File: src/rtl/cpu_ctrl_pkg.sv
// cpu_ctrl_pkg: state enum and control encodings shared by cpu_ctrl_fsm.
// Branch-only states/constants exist when CPU_CTRL_BRANCH_EN is defined.
package cpu_ctrl_pkg;

    typedef enum logic [4:0] {
        S_RST, S_IF1, S_IF2, S_UPDATE_PC, S_DECODE,
        S_MOV_IMM, S_MOV_B, S_MOV_C, S_MOV_W,
        S_GET_A, S_GET_B, S_ALU, S_WRITE_REG,
        S_MEM_A, S_MEM_ADD, S_MEM_ADDR, S_LDR_RD, S_LDR_WR,
        S_STR_B, S_STR_C, S_STR_WR,
        S_HALT, S_FAULT
`ifdef CPU_CTRL_BRANCH_EN
        , S_BR, S_BR_T, S_LINK, S_BX_B, S_BX_C, S_BX_PC
`endif
    } state_t;

    localparam logic [1:0] MNONE  = 2'b00;
    localparam logic [1:0] MREAD  = 2'b01;
    localparam logic [1:0] MWRITE = 2'b10;

    localparam logic [2:0] NSEL_NONE = 3'b000;
    localparam logic [2:0] NSEL_RN   = 3'b100;
    localparam logic [2:0] NSEL_RD   = 3'b010;
    localparam logic [2:0] NSEL_RM   = 3'b001;

    localparam logic [3:0] VSEL_NONE  = 4'b0000;
    localparam logic [3:0] VSEL_MDATA = 4'b1000;
    localparam logic [3:0] VSEL_IMM   = 4'b0100;
    localparam logic [3:0] VSEL_C     = 4'b0001;

    localparam logic [1:0] PC_INC = 2'b00;

    localparam logic [2:0] OPC_LDR  = 3'b011;
    localparam logic [2:0] OPC_STR  = 3'b100;
    localparam logic [2:0] OPC_ALU  = 3'b101;
    localparam logic [2:0] OPC_MOV  = 3'b110;
    localparam logic [2:0] OPC_HALT = 3'b111;

    localparam logic [1:0] OP_MOV_IMM = 2'b10;
    localparam logic [1:0] OP_MOV_REG = 2'b00;
    localparam logic [1:0] OP_MEM     = 2'b00;

`ifdef CPU_CTRL_BRANCH_EN
    localparam logic [3:0] VSEL_PC = 4'b0010;

    localparam logic [1:0] PC_REL = 2'b01;
    localparam logic [1:0] PC_REG = 2'b10;

    localparam logic [2:0] OPC_BR = 3'b001;
    localparam logic [2:0] OPC_BL = 3'b010;

    localparam logic [1:0] OP_BR  = 2'b00;
    localparam logic [1:0] OP_BL  = 2'b11;
    localparam logic [1:0] OP_BX  = 2'b00;
    localparam logic [1:0] OP_BLX = 2'b10;

    localparam logic [2:0] CC_AL = 3'b000;
    localparam logic [2:0] CC_EQ = 3'b001;
    localparam logic [2:0] CC_NE = 3'b010;
    localparam logic [2:0] CC_LT = 3'b011;
    localparam logic [2:0] CC_LE = 3'b100;

    // Returns {valid, taken}; unknown codes are invalid.
    function automatic logic [1:0] cond_eval(
        input logic [2:0] cc,
        input logic       z,
        input logic       n,
        input logic       v
    );
        logic [1:0] r;
        r = 2'b00;
        unique case (cc)
            CC_AL:   r = 2'b11;
            CC_EQ:   r = {1'b1, z};
            CC_NE:   r = {1'b1, !z};
            CC_LT:   r = {1'b1, n ^ v};
            CC_LE:   r = {1'b1, (n ^ v) | z};
            default: r = 2'b00;
        endcase
        return r;
    endfunction
`endif

endpackage

File: src/rtl/mem_wait_timer.sv
// mem_wait_timer: counts cycles spent in a memory wait state with mem_ready low.
// Ports: clk, reset (async, active-low), in_wait, mem_ready -> timeout.
module mem_wait_timer #(
    parameter int MEM_TIMEOUT = 15,
    parameter int WAIT_W      = $clog2(MEM_TIMEOUT + 1)
) (
    input  logic clk,
    input  logic reset,
    input  logic in_wait,
    input  logic mem_ready,
    output logic timeout
);

    localparam int CW = (WAIT_W < 1) ? 1 : WAIT_W;
    localparam logic [CW-1:0] LIMIT = CW'(MEM_TIMEOUT);

    logic [CW-1:0] count;

    // Any exit from the wait state (ready, timeout, not waiting) clears.
    always_ff @(posedge clk or negedge reset) begin
        if (!reset) begin
            count <= '0;
        end else if (!in_wait || mem_ready) begin
            count <= '0;
        end else if (count != LIMIT) begin
            count <= count + 1'b1;
        end
    end

    // A ready in the limit cycle still wins over the timeout.
    assign timeout = (MEM_TIMEOUT != 0) && in_wait
                     && !mem_ready && (count == LIMIT);

endmodule

File: src/rtl/cpu_ctrl_fsm.sv
// cpu_ctrl_fsm: Moore controller for the 16-bit CPU (fetch/decode/exec).
// In: clk, reset(n), opcode, op, cond, Z/N/V, mem_ready. Out: datapath,
// PC, fetch, mem_cmd, halted, mem_err. Branches need CPU_CTRL_BRANCH_EN.
module cpu_ctrl_fsm
    import cpu_ctrl_pkg::*;
#(
    parameter int MEM_TIMEOUT = 15,
    parameter int WAIT_W      = $clog2(MEM_TIMEOUT + 1)
) (
    input  logic       clk,
    input  logic       reset,
    input  logic [2:0] opcode,
    input  logic [1:0] op,
    input  logic [2:0] cond,
    input  logic       Z,
    input  logic       N,
    input  logic       V,
    input  logic       mem_ready,
    output logic       loada,
    output logic       loadb,
    output logic       loadc,
    output logic       loads,
    output logic       asel,
    output logic       bsel,
    output logic       write,
    output logic [2:0] nsel,
    output logic [3:0] vsel,
    output logic       load_pc,
    output logic       reset_pc,
    output logic [1:0] pc_sel,
    output logic       load_ir,
    output logic       addr_sel,
    output logic       load_addr,
    output logic [1:0] mem_cmd,
    output logic       halted,
    output logic       mem_err
);

    state_t state;
    state_t next;
    state_t decode_next;
    logic   in_wait;
    logic   timeout;
    // Remembers which branch a shared sequence takes after DECODE:
    // STR vs LDR after MEM_ADDR, BLX vs BL after LINK.
    logic   sub_path;

    assign in_wait = (state == S_IF1) || (state == S_LDR_RD)
                     || (state == S_STR_WR);

    mem_wait_timer #(
        .MEM_TIMEOUT(MEM_TIMEOUT),
        .WAIT_W     (WAIT_W)
    ) u_timer (
        .clk      (clk),
        .reset    (reset),
        .in_wait  (in_wait),
        .mem_ready(mem_ready),
        .timeout  (timeout)
    );

    always_ff @(posedge clk or negedge reset) begin
        if (!reset) begin
            state    <= S_RST;
            sub_path <= 1'b0;
        end else begin
            state <= next;
            if (state == S_DECODE) begin
`ifdef CPU_CTRL_BRANCH_EN
                sub_path <= (opcode == OPC_STR) || (op == OP_BLX);
`else
                sub_path <= (opcode == OPC_STR);
`endif
            end
        end
    end

`ifdef CPU_CTRL_BRANCH_EN
    logic [1:0] cc;
    assign cc = cond_eval(cond, Z, N, V);
`else
    logic unused_flags;
    assign unused_flags = ^{cond, Z, N, V};
`endif

    always_comb begin
        decode_next = S_FAULT;
        unique case (1'b1)
            opcode == OPC_MOV && op == OP_MOV_IMM:
                decode_next = S_MOV_IMM;
            opcode == OPC_MOV && op == OP_MOV_REG:
                decode_next = S_MOV_B;
            opcode == OPC_ALU:
                decode_next = S_GET_A;
            (opcode == OPC_LDR || opcode == OPC_STR) && op == OP_MEM:
                decode_next = S_MEM_A;
            opcode == OPC_HALT:
                decode_next = S_HALT;
`ifdef CPU_CTRL_BRANCH_EN
            opcode == OPC_BR && op == OP_BR:
                decode_next = !cc[1] ? S_FAULT
                              : (cc[0] ? S_BR_T : S_BR);
            opcode == OPC_BL && op == OP_BL:
                decode_next = S_LINK;
            opcode == OPC_BL && op == OP_BX:
                decode_next = S_BX_B;
            opcode == OPC_BL && op == OP_BLX:
                decode_next = S_LINK;
`endif
            default:
                decode_next = S_FAULT;
        endcase
    end

    always_comb begin
        next = state;
        unique case (state)
            S_RST:       next = S_IF1;
            S_IF1: begin
                if (timeout)        next = S_FAULT;
                else if (mem_ready) next = S_IF2;
            end
            S_IF2:       next = S_UPDATE_PC;
            S_UPDATE_PC: next = S_DECODE;
            S_DECODE:    next = decode_next;
            S_MOV_IMM:   next = S_IF1;
            S_MOV_B:     next = S_MOV_C;
            S_MOV_C:     next = S_MOV_W;
            S_MOV_W:     next = S_IF1;
            S_GET_A:     next = S_GET_B;
            S_GET_B:     next = S_ALU;
            S_ALU:       next = S_WRITE_REG;
            S_WRITE_REG: next = S_IF1;
            S_MEM_A:     next = S_MEM_ADD;
            S_MEM_ADD:   next = S_MEM_ADDR;
            S_MEM_ADDR:  next = sub_path ? S_STR_B : S_LDR_RD;
            S_LDR_RD: begin
                if (timeout)        next = S_FAULT;
                else if (mem_ready) next = S_LDR_WR;
            end
            S_LDR_WR:    next = S_IF1;
            S_STR_B:     next = S_STR_C;
            S_STR_C:     next = S_STR_WR;
            S_STR_WR: begin
                if (timeout)        next = S_FAULT;
                else if (mem_ready) next = S_IF1;
            end
            S_HALT:      next = S_HALT;
            S_FAULT:     next = S_FAULT;
`ifdef CPU_CTRL_BRANCH_EN
            S_BR:        next = S_IF1;
            S_BR_T:      next = S_IF1;
            S_LINK:      next = sub_path ? S_BX_B : S_BR_T;
            S_BX_B:      next = S_BX_C;
            S_BX_C:      next = S_BX_PC;
            S_BX_PC:     next = S_IF1;
`endif
            default:     next = S_FAULT;
        endcase
    end

    always_comb begin
        loada     = 1'b0;
        loadb     = 1'b0;
        loadc     = 1'b0;
        loads     = 1'b0;
        asel      = 1'b0;
        bsel      = 1'b0;
        write     = 1'b0;
        nsel      = NSEL_NONE;
        vsel      = VSEL_NONE;
        load_pc   = 1'b0;
        reset_pc  = 1'b0;
        pc_sel    = PC_INC;
        load_ir   = 1'b0;
        addr_sel  = 1'b0;
        load_addr = 1'b0;
        mem_cmd   = MNONE;
        halted    = 1'b0;
        mem_err   = 1'b0;
        unique case (state)
            S_RST: begin
                reset_pc = 1'b1;
                load_pc  = 1'b1;
            end
            S_IF1: begin
                addr_sel = 1'b1;
                mem_cmd  = MREAD;
            end
            S_IF2: begin
                addr_sel = 1'b1;
                mem_cmd  = MREAD;
                load_ir  = 1'b1;
            end
            S_UPDATE_PC: load_pc = 1'b1;
            S_MOV_IMM: begin
                nsel  = NSEL_RN;
                vsel  = VSEL_IMM;
                write = 1'b1;
            end
            S_MOV_B, S_GET_B: begin
                nsel  = NSEL_RM;
                loadb = 1'b1;
            end
            S_MOV_C, S_STR_C: begin
                asel  = 1'b1;
                loadc = 1'b1;
            end
            S_MOV_W, S_WRITE_REG: begin
                nsel  = NSEL_RD;
                vsel  = VSEL_C;
                write = 1'b1;
            end
            S_GET_A, S_MEM_A: begin
                nsel  = NSEL_RN;
                loada = 1'b1;
            end
            S_ALU: begin
                loadc = 1'b1;
                loads = 1'b1;
            end
            S_MEM_ADD: begin
                bsel  = 1'b1;
                loadc = 1'b1;
            end
            S_MEM_ADDR: load_addr = 1'b1;
            S_LDR_RD:   mem_cmd = MREAD;
            S_LDR_WR: begin
                nsel  = NSEL_RD;
                vsel  = VSEL_MDATA;
                write = 1'b1;
            end
            S_STR_B: begin
                nsel  = NSEL_RD;
                loadb = 1'b1;
            end
            S_STR_WR: mem_cmd = MWRITE;
            S_HALT:   halted  = 1'b1;
            S_FAULT:  mem_err = 1'b1;
`ifdef CPU_CTRL_BRANCH_EN
            S_BR_T: begin
                load_pc = 1'b1;
                pc_sel  = PC_REL;
            end
            S_LINK: begin
                nsel  = NSEL_RN;
                vsel  = VSEL_PC;
                write = 1'b1;
            end
            S_BX_B: begin
                nsel  = NSEL_RD;
                loadb = 1'b1;
            end
            S_BX_C: begin
                asel  = 1'b1;
                loadc = 1'b1;
            end
            S_BX_PC: begin
                load_pc = 1'b1;
                pc_sel  = PC_REG;
            end
`endif
            default: ;
        endcase
    end

endmodule

File: config.mk
export PLATFORM = sky130hd
export DESIGN_NAME = cpu_ctrl_fsm
export DESIGN_NICKNAME = d
export VERILOG_FILES = /design/src/rtl/cpu_ctrl_pkg.sv /design/src/rtl/mem_wait_timer.sv /design/src/rtl/cpu_ctrl_fsm.sv
export SDC_FILE = /design/constraint.sdc
export NUM_CORES = 1
export LEC_CHECK = 0
export ABC_CLOCK_PERIOD_IN_PS = 3700
export CAP_MARGIN = 15
export CORE_ASPECT_RATIO = 0.5
export CORE_UTILIZATION = 45
export CTS_BUF_LIST = sky130_fd_sc_hd__clkbuf_4
export CTS_CLUSTER_SIZE = 12
export DETAILED_ROUTE_END_ITERATION = 8
export PLACE_DENSITY_LB_ADDON = 0.05
export SLEW_MARGIN = 20
export SYNTH_ARGS = -nofsm -noshare
export SYNTH_HDL_FRONTEND = slang
export SYNTH_SLANG_ARGS = --single-unit
File: constraint.sdc
create_clock -name clk -period 3.7 [get_ports clk]
set_clock_uncertainty 0.15 [all_clocks]
set_input_delay 0.37 -clock clk [delete_from_list [all_inputs] [get_ports clk]]
set_output_delay 0.37 -clock clk [all_outputs]
set_load 0.1 [all_outputs]
After elaboration in Yosys (flattened, before gate mapping):

Index checks and enable logic that the tools add are counted.

* register bits after elaboration: 10
* bits of input ports: 14
* output and inout port bits: 25
* logic and storage cells: 93

* add/subtract/negate cells: 1
* equality and inequality tests: 33
* multiplexer cells: 28
* reduce and logical (&&, ||, !) cells: 28

Operator list (number)
* $pmux W5 S18: 1
* $eq A5 B4 Y1 const B: 8
* $eq A5 B5 Y1 const B: 7
* $mux W5: 6
* $pmux W5 S5: 1
* $eq A5 B3 Y1 const B: 4
* $mux W1: 14
* $eq A3 B3 Y1 const B: 4
* $pmux W4 S3: 1
* $reduce_or A2 Y1: 6
* $reduce_or A4 Y1: 3
* $eq A5 B2 Y1 const B: 2
* $ne A3 B3 Y1 const B: 3
* $pmux W3 S3: 1
* $reduce_or A3 Y1: 3
* $mux W4: 2
* $eq A5 B1 Y1 const B: 1
* $logic_and A1 B1 Y1: 5
* $logic_not A5 Y1: 1
* $reduce_or A5 Y1: 1
* $add A4 B1 Y4 const B: 1
* $eq A4 B4 Y1 const B: 1
* $logic_or A1 B1 Y1: 4
* $ne A4 B4 Y1 const B: 1
* 8 further kinds: 9

Longest topological paths before layout:

Gate-level depths: netlist (run 1).

* depth in word-level cells: 7
* depth in mapped cells: 6
* mapped depth without buffers: 5

Cells and area by module:

A second synthesis (run 1) with hierarchy kept.

* cell total of the unflattened synthesis: 162
* area total of the unflattened synthesis: 1212.4 sq um

By module, submodules not included
* cpu_ctrl_fsm: instances 1, cells each 141, area each 984.7 sq um, sequential area each 150.1 sq um
* mem_wait_timer: instances 1, cells each 21, area each 227.7 sq um, sequential area each 100.1 sq um

Worst setup path before layout (run 1):

No wires, ideal clock.

* path type: register to output
* start point: reg state[1]
* end point: out nsel[2]
* arrival: 2.931 ns
* required time: 3.180 ns
* path slack: 0.249 ns
* stages on the path, launching flop included: 5
* buffers on the path: 2
* path through: dfrtp_1 -> buf_2 -> nand2b_1 -> clkbuf_1 -> nor3_1

* longest elaborated chain between the ends: 3
* elaborated cells on any way between the ends: 13
* those cells by class: eq/ne (9); mux (1); reduce/logical (3)

RTL lines
* start, declared: RTL line cpu_ctrl_fsm.sv:39 `state_t state;`
* start signal, assigned: RTL line cpu_ctrl_fsm.sv:67 `state <= next;`
* $eq A5 B5 Y1, or another cell as far along: RTL line cpu_ctrl_fsm.sv:181 `unique case (state)`
* $reduce_or A4 Y1 (no line), or another cell as far along
* $pmux W3 S3 *: RTL line cpu_ctrl_fsm.sv:181
* end, declared: RTL line cpu_ctrl_fsm.sv:26 `output logic [2:0] nsel,`

Mark *: on every way between the ends. The rest lies on a longest branch, timed or not.

Worst setup path in the final report (run 1):

* start point: reg state[4]
* end point: out mem_cmd[1]

* longest elaborated chain between the ends: 3
* elaborated cells on any way between the ends: 6
* those cells by class: eq/ne (4); mux (1); reduce/logical (1)

RTL lines
* $eq A5 B1 Y1, or another cell as far along: RTL line cpu_ctrl_fsm.sv:181
* $reduce_or A3 Y1 (no line)
* $pmux W2 S2 *: RTL line cpu_ctrl_fsm.sv:181
* end, declared: RTL line cpu_ctrl_fsm.sv:34 `output logic [1:0] mem_cmd,`

Marked as above.

==> results of run 1 <==
[report_power, final]
part / switching (W) / total [W] / internal, W
Combinational: 0.0000230 / 0.0000333 / 0.0000104
Sequential: 0 / 0.000109 / 0.000109
Clock: 0.0000365 / 0.0000755 / 0.0000390
[state kept, by name, indices dropped and copies added, names as in the netlist]
register,count
u_timer.count,4
state,5
sub_path,1
[worst max-delay path, stage by stage, from the launching register on]
cell,delay [ns]
dfrtp_1,0.84
inv_1,0.28
or2_2,0.39
nor2_1,0.11
buf_4,0.30
[placed cells by master (no fill, tap or decap), types with 4 or more instances in the layout]
cell type        netlist  final
clkdlybuf4s50_1        0      7
nor2_1                23     23
buf_4                  3     22
nor2b_1                5      5
nand2b_1               8      8
nand3_1                5      5
a21oi_1                4      4
nor3_1                 9      9
nand2_1               13     13
dfrtp_1               10     10
o21ai_0                5      5
[final cells by class]
cell class,instances,area share (%)
sequential,10,18.1
multi-input combinational,129,59.2
clock buffer,3,1.63
timing repair buffer,29,17.0
clock inverter,1,0.272
inverter,2,0.543
tap,35,3.17
[stage by stage]
| step | instance area (sq um) | hold WS, ns | power, W | worst slack, ns | util, % |
|---|---|---|---|---|---|
| floorplan | 1180 | -0.0756 | 0.000134 | 0.249 | - |
| global placement | 1360 | 0.313 | 0.000144 | 1.28 | 57.9 |
| detailed placement | 1360 | 0.327 | 0.000145 | 1.28 | 57.9 |
| CTS | 1380 | 0.275 | 0.000220 | 0.975 | 59.0 |
| global route | 1380 | 0.281 | 0.000232 | 0.789 | 59.0 |
| finish | 1380 | 0.262 | 0.000218 | 0.989 | 59.0 |
[kinds of logic (layout without fill, tap and decap cells)]
kind of cell / count (synthesis) / after routing / share of synthesized area, %
multiplexers: 3 / 3 / 2.67
adder cells (fa/ha/maj): 1 / 1 / 1.07
other: 1 / 3 / 0.320
AND/OR/NAND/NOR: 86 / 86 / 41.7
flip-flops: 10 / 10 / 21.3
buffers and inverters: 19 / 35 / 9.59
AO/OA/AOI/OAI: 31 / 31 / 19.6
XOR/XNOR: 5 / 5 / 3.73
[path summary, 6_finish.rpt]
kind / startpoint / end
min: reset / state[4]
max reg2reg: state[2] / state[2]
min in group clk: sub_path / sub_path
min reg2reg: sub_path / sub_path
max in group asynchronous: reset / state[3]
max: state[4] / mem_cmd[1]
[routing by layer]
| layer | track usage [%] | part of all wire (%) | up-vias |
|---|---|---|---|
| met2 | 30.2 | 40 | 46 |
| met1 | 34.0 | 51 | 509 |
| li1 | - | - | 584 |
| met3 | 6.05 | 8.4 | 3 |
| met5 | 0 | 0 | - |
| met4 | 4.25 | 0.32 | 0 |
==> impl_metrics.ini, run 1 <==
[synth]
yosys_warnings = 0
synth_seq_cells = 10
netlist.area_leader.share_pct = 21.3
synth_cells = 156
synth.top_cells.by_area = dfrtp_1, nor2_1, nand2b_1
synth_async_sr_flop_share_pct = 100
netlist.top_cell.by_area = dfrtp_1
avgSynthCellArea_sq_um = 7.52
syn-cell-area_sq_um = 1170
yosysUniqueCellTypes = 54
synth.top_cells.by_count = nor2_1, nand2_1, dfrtp_1
ys_seq_area_share_pct = 21.3
synth_most_common_cell = nor2_1
ys.flop_type = dfrtp_1
synth_edf_count = 0

[job]
cap_viol_max_count = 0

[clocking]
clockRootBuffer = clkbuf_4
clockBufferDepth = 2
cts.repair.resized = 0
clk_pin_slew_worst_paths_ns = 0.06
cts_buffers = 3
post_cts_buffers = 0
clock_sinks = 10
cts_hold_buf = 0
htreeDepth = 1
clock_latency_ns = 0.26
cts_tree = done

[sta]
setup_tns_ns = 0
worst_pin_slew_ns = 0.774
finalCritPeriodShare_pct = 73.3
finalSetupViolCount = 0
rsz0062_at_grt = false
slew-limit-headroom_pct = 48.4
slew_violations = 0
timing.fmax_mhz = 369
min_period_ns = 2.71
hold_viol = 0

[setup_path]
cp.arrival_ns = 2.19
crit_type = reg -> out
r2r_slack_ns = 1.57
required_ns = 3.18
cp-end-kind = primary output
reg2reg_depth = 4
cp-start-kind = flip-flop
path_max_fanout = 24

[grt]
antenna_found_initial = 0
track_usage_pct = 22.2
grt_overflow = 0
grt_pass1_wl_microns = 4620
grt_pass1_vias = 940
grt_max_degree = 25

[placed_design]
place_inst = 205
dp_hpwl_microns = 2090
io_buffers = 29
gp_congestion = 0.856

[die]
start_util_pct = 50.1
dieArea_sq_um = 2830
core_area_sq_um = 2340
ios = 39
die_w_microns = 74.2
placementRows = 12
die_h_microns = 38.1

[finish]
multi_input_area_sq_um = 818
area_delta_synth_final_pct = 17.7
finalNetCount = 190
register_area_sq_um = 250
fillerInstances = 236
diodes = 0
drive_gt1_share_pct = 20.1
layout.cells.non_filler = 209

[detailed_routing]
viasPerCell = 5.46
vias = 1142
wirelength_microns = 2840
wl_per_cell_microns = 13.6
first_pass_iters = 4
remaining_drc_errors = 0
drtIter0Drc = 127
antenna_left = 0

[status]
outcome = finished, final reports clean

[power_and_ir_drop]
p_per_area_nw_per_um2 = 158
max-vdd-ir-drop_v = 0.0000901
p_leak_nw = 0.597

[min_path]
min_path_type = in -> async
Power figures use the tool's default switching activity.
==> run 2, diff against run 1 <==
ABC_CLOCK_PERIOD_IN_PS = 2800   (was 3700)
clock period = 2.8 ns   (was 3.7 ns; I/O delays follow)
==> run 2 against run 1 <==
Effect of this change: largest cell class unchanged; critical path type unchanged; highest routed layer unchanged; setup slack worse by 0.55 ns; wire length up 3.0%; final cell count increased by 1.9%; critical path depth unchanged.
==> impl_metrics.ini, run 2 (same netlist as run 1, synthesis figures left out) <==
[clocking]
clk_pin_slew_worst_paths_ns = 0.07
htreeDepth = 1
clock_latency_ns = 0.26
clockBufferDepth = 2
clock_sinks = 10
post_cts_buffers = 0
cts_buffers = 3
cts_tree = done
clockRootBuffer = clkbuf_4
cts_hold_buf = 0
cts.repair.resized = 0

[finish]
final_common_cell = nor2_1
diodes = 0
fin_area_sq_um = 1590
finalNetCount = 194
reg_top3 = state (5), u_timer.count (4), sub_path (1)
area_delta_synth_final_pct = 35.5
drive_gt1_share_pct = 24.2
fillerInstances = 207
post-route-util_pct = 67.9
largest_register_ffs = 5
layout_common_cells = nor2_1, nand2_1, buf_12, buf_4, dfrtp_1
top_register = state

[sta]
worst_pin_slew_ns = 0.606
timing.fmax_mhz = 424
finalSetupViolCount = 0
min_period_ns = 2.36
finalCritPeriodShare_pct = 84.2
fin_hold_ws_ns = 0.184
slew-limit-headroom_pct = 59.6
slew_violations = 0
rsz0062_at_grt = false
hold_viol = 0

[job]
cap_viol_max_count = 0

[detailed_routing]
remaining_drc_errors = 0
drtIter0Drc = 79
viasPerCell = 5.47
wirelength_microns = 2920
first_pass_iters = 4
wl_per_cell_microns = 13.7
vias = 1165
antenna_left = 0

[power_and_ir_drop]
p_leak_nw = 0.654
finalPower_w = 0.000288
max-vdd-ir-drop_v = 0.000306
p_per_area_nw_per_um2 = 181

[die]
placementRows = 12
die_w_microns = 74.2
ios = 39
dieArea_sq_um = 2830
start_util_pct = 50.1
core_area_sq_um = 2340
die_h_microns = 38.1

[grt]
antenna_found_initial = 0
grt_pass1_vias = 1010
track_usage_pct = 22.3
grt_pass1_wl_microns = 4750
grt_overflow = 0
grt_max_degree = 22

[setup_path]
cp-start-kind = flip-flop
path_max_fanout = 14
required_ns = 2.37
reg2reg_depth = 5
crit_type = reg -> out
cp.arrival_ns = 1.93
cp-end-kind = primary output

[placed_design]
dp_hpwl_microns = 2350
dpl-instance-area_sq_um = 1560
io_buffers = 29
gp_congestion = 0.835

[min_path]
min_path_type = in -> async

[status]
outcome = finished, final reports clean
[run 2: changes by cell type in the layout (fill, tap and decap cells not counted)]
cell,change
nor3_1,-2
buf_4,-9
a21oi_2,+1
nor3_2,+2
nor2_2,+1
buf_12,+13
nor2_1,-1
a21oi_1,-1
[run 2: report_power, final]
| group | switching [W] | internal [W] | total (W) |
|---|---|---|---|
| sequential | 0 | 0.000144 | 0.000144 |
| clock | 0.0000483 | 0.0000514 | 0.0000996 |
| combinational | 0.0000304 | 0.0000137 | 0.0000442 |
| total | 0.0000787 | 0.000209 | 0.000288 |
[run 2: area by class of cell]
| class | count | area (sq um) | area share (%) |
|---|---|---|---|
| clock buffers | 3 | 22.5 | 1.42 |
| clock inverters | 1 | 3.75 | 0.236 |
| inverters | 2 | 7.51 | 0.472 |
| multi-input cells | 129 | 835 | 52.5 |
| flip-flops and latches | 10 | 250 | 15.7 |
| well taps | 35 | 43.8 | 2.75 |
| repair buffers | 33 | 428 | 26.9 |
[run 2: worst max-delay path, cell delays in order, from the launching register on]
cell and delay (ns):
dfrtp_1 0.66, inv_1 0.23, or2_2 0.37, nor2_1 0.20
buf_12 0.20
[run 2: routing by layer]
metal  global-route usage (%)  up-vias  routed length (microns)
li1                         -      599                        -
met1                     32.0      531                     1510
met2                     37.7       33                     1270
met3                     1.84        2                      132
met4                     2.83        0                        8
met5                        0        -                        0
[run 2: metrics by stage]
step	setup slack, ns	instances	TNS, ns
floorplan	-0.561	158	-1.23
global placement	0.767	209	0
detailed placement	0.747	209	0
CTS	0.469	213	0
global route	0.275	213	0
finish	0.444	213	0
[run 2: path summary, 6_finish.rpt]
path | slack (ns) | from | to
min reg2reg | 0.33 | sub_path | sub_path
max in group asynchronous | 2.01 | reset | state[1]
max reg2reg | 0.74 | state[0] | state[2]
min | 0.18 | reset | u_timer.count[0]
min in group clk | 0.33 | sub_path | sub_path
max | 0.44 | state[4] | mem_cmd[1]
==> run 3, diff against run 2 <==
ABC_CLOCK_PERIOD_IN_PS = 2100   (was 2800)
CORE_UTILIZATION = 43   (was 45)
clock period = 2.1 ns   (was 2.8 ns; I/O delays follow)
==> run 3 against run 2 <==
Effect of this change: the flow now finishes with violations (setup timing); die area grew 4.5%; via count increased by 18%; sequential share of layout area is 2.8 points lower; combinational power increased by 37%; register-to-register slack worse by 0.55 ns; first-iteration DRC count grew to 2.5 times the previous value; sequential power grew 33%; clock power increased by 44%; sequential cell count is the same; critical path depth grew 2; largest power group unchanged.
==> impl_metrics.ini, run 3 (same netlist as run 1, synthesis figures left out) <==
[finish]
final_common_cell = buf_4
finalNetCount = 216
fin_area_sq_um = 1980
drive_gt1_share_pct = 45.5
largest_register_ffs = 5
reg_top3 = state (5), u_timer.count (4), sub_path (1)
layout.cells.non_filler = 235
area_delta_synth_final_pct = 68.3
diodes = 0
post-route-util_pct = 82.8
layout_common_cells = buf_4, buf_12, nand2_1
top_register = state

[sta]
timing.fmax_mhz = 476
min_period_ns = 2.10
finalCritPeriodShare_pct = 100
rsz0062_at_grt = true
fin_ws_ns = -0.000183
hold_viol = 0
slew_violations = 0
finalSetupViolCount = 1

[setup_path]
required_ns = 1.74
path_max_fanout = 12
cp-start-kind = flip-flop
crit_type = reg -> out
cp.arrival_ns = 1.74
cp-end-kind = primary output

[detailed_routing]
drtIter0Drc = 198
antenna_left = 0
viasPerCell = 5.87
first_pass_iters = 4
vias = 1379
remaining_drc_errors = 0
wirelength_microns = 4090
wl_per_cell_microns = 17.4

[power_and_ir_drop]
finalPower_w = 0.000396
max-vdd-ir-drop_v = 0.000251
p_leak_nw = 0.800
p_per_area_nw_per_um2 = 200

[placed_design]
place_inst = 223
io_buffers = 29
gp_congestion = 0.845
dp_slack_ns = 0.132
dp_hpwl_microns = 2910
dpl-instance-area_sq_um = 1860

[grt]
grt_pass1_vias = 1167
grt_max_degree = 15
grt_pass1_wl_microns = 5800
grt_overflow = 0
track_usage_pct = 28.6
antenna_found_initial = 0

[die]
die_h_microns = 38.9
start_util_pct = 49.2
die_w_microns = 75.9
core_area_sq_um = 2390
ios = 39
placementRows = 12
dieArea_sq_um = 2950

[clocking]
clock_sinks = 10
htreeDepth = 1
clockBufferDepth = 2
clockRootBuffer = clkbuf_4
clock_latency_ns = 0.27
clk_pin_slew_worst_paths_ns = 0.07
cts_tree = done
cts_buffers = 3

[status]
outcome = finished with violations
violations = setup timing

[job]
cap_viol_max_count = 0

[min_path]
min_path_type = in -> async
## run 3: cell types whose count changed in the layout (fill, tap and decap cells not counted), sizes merged
cell / before / now
clkbuf: 3 / 4
buf: 26 / 47
## run 3: final cells by class
| class | count | area [sq um] |
|---|---|---|
| Multi-Input combinational cell | 129 | 935 |
| Timing Repair Buffer | 55 | 707 |
| Fill cell | 147 | 412 |
| Sequential cell | 10 | 256 |
| Tap cell | 35 | 43.8 |
| Clock buffer | 3 | 22.5 |
| Inverter | 2 | 7.51 |
| Clock inverter | 1 | 3.75 |
## run 3: per-layer routing
metal	track usage [%]	vias to the layer above	share of wire, %
li1	-	645	-
met1	36.5	655	43
met2	46.7	67	46
met3	8.33	12	8.8
met4	8.80	0	1.9
met5	0	-	0
## run 3: critical path: stages, from the launching register on
cell,delay [ns]
dfrtp_2,0.50
buf_4,0.18
xnor2_2,0.14
mux2i_1,0.10
a22o_1,0.17
and2_2,0.20
buf_12,0.16
## run 3: repair_timing
item	CTS	global route
pin swaps	0	0
endpoints found under the hold margin	0	0
hold buffers	0	0
setup buffers	1	7
gates resized for setup	8	5
setup endpoints to repair	16	14
## run 3: where the power goes
part	switching, W	leakage, nW	total, W	internal (W)
clock network	0.0000740	0.0154	0.000143	0.0000689
logic	0.0000422	0.670	0.0000605	0.0000183
registers	0	0.115	0.000192	0.000192
total	0.000116	0.800	0.000396	0.000280
## run 3: per-stage QoR
step                      hold WS [ns]   TNS (ns)
after floorplan                 -0.236      -2.07
after global placement           0.314          0
after detailed placement         0.321          0
after CTS                        0.121          0
after global routing             0.139    -0.0727
final                            0.102  -0.000183
## run 3: worst paths after layout
path	start	end	slack [ns]	cells after the start
max	state[2]	loadc	-0.0002	6
min	reset	u_timer.count[3]	0.10	1
max reg2reg	state[2]	state[2]	0.19	5
min reg2reg	sub_path	sub_path	0.35	2
max in group asynchronous	reset	state[3]	1.35	1
min in group clk	sub_path	sub_path	0.35	2
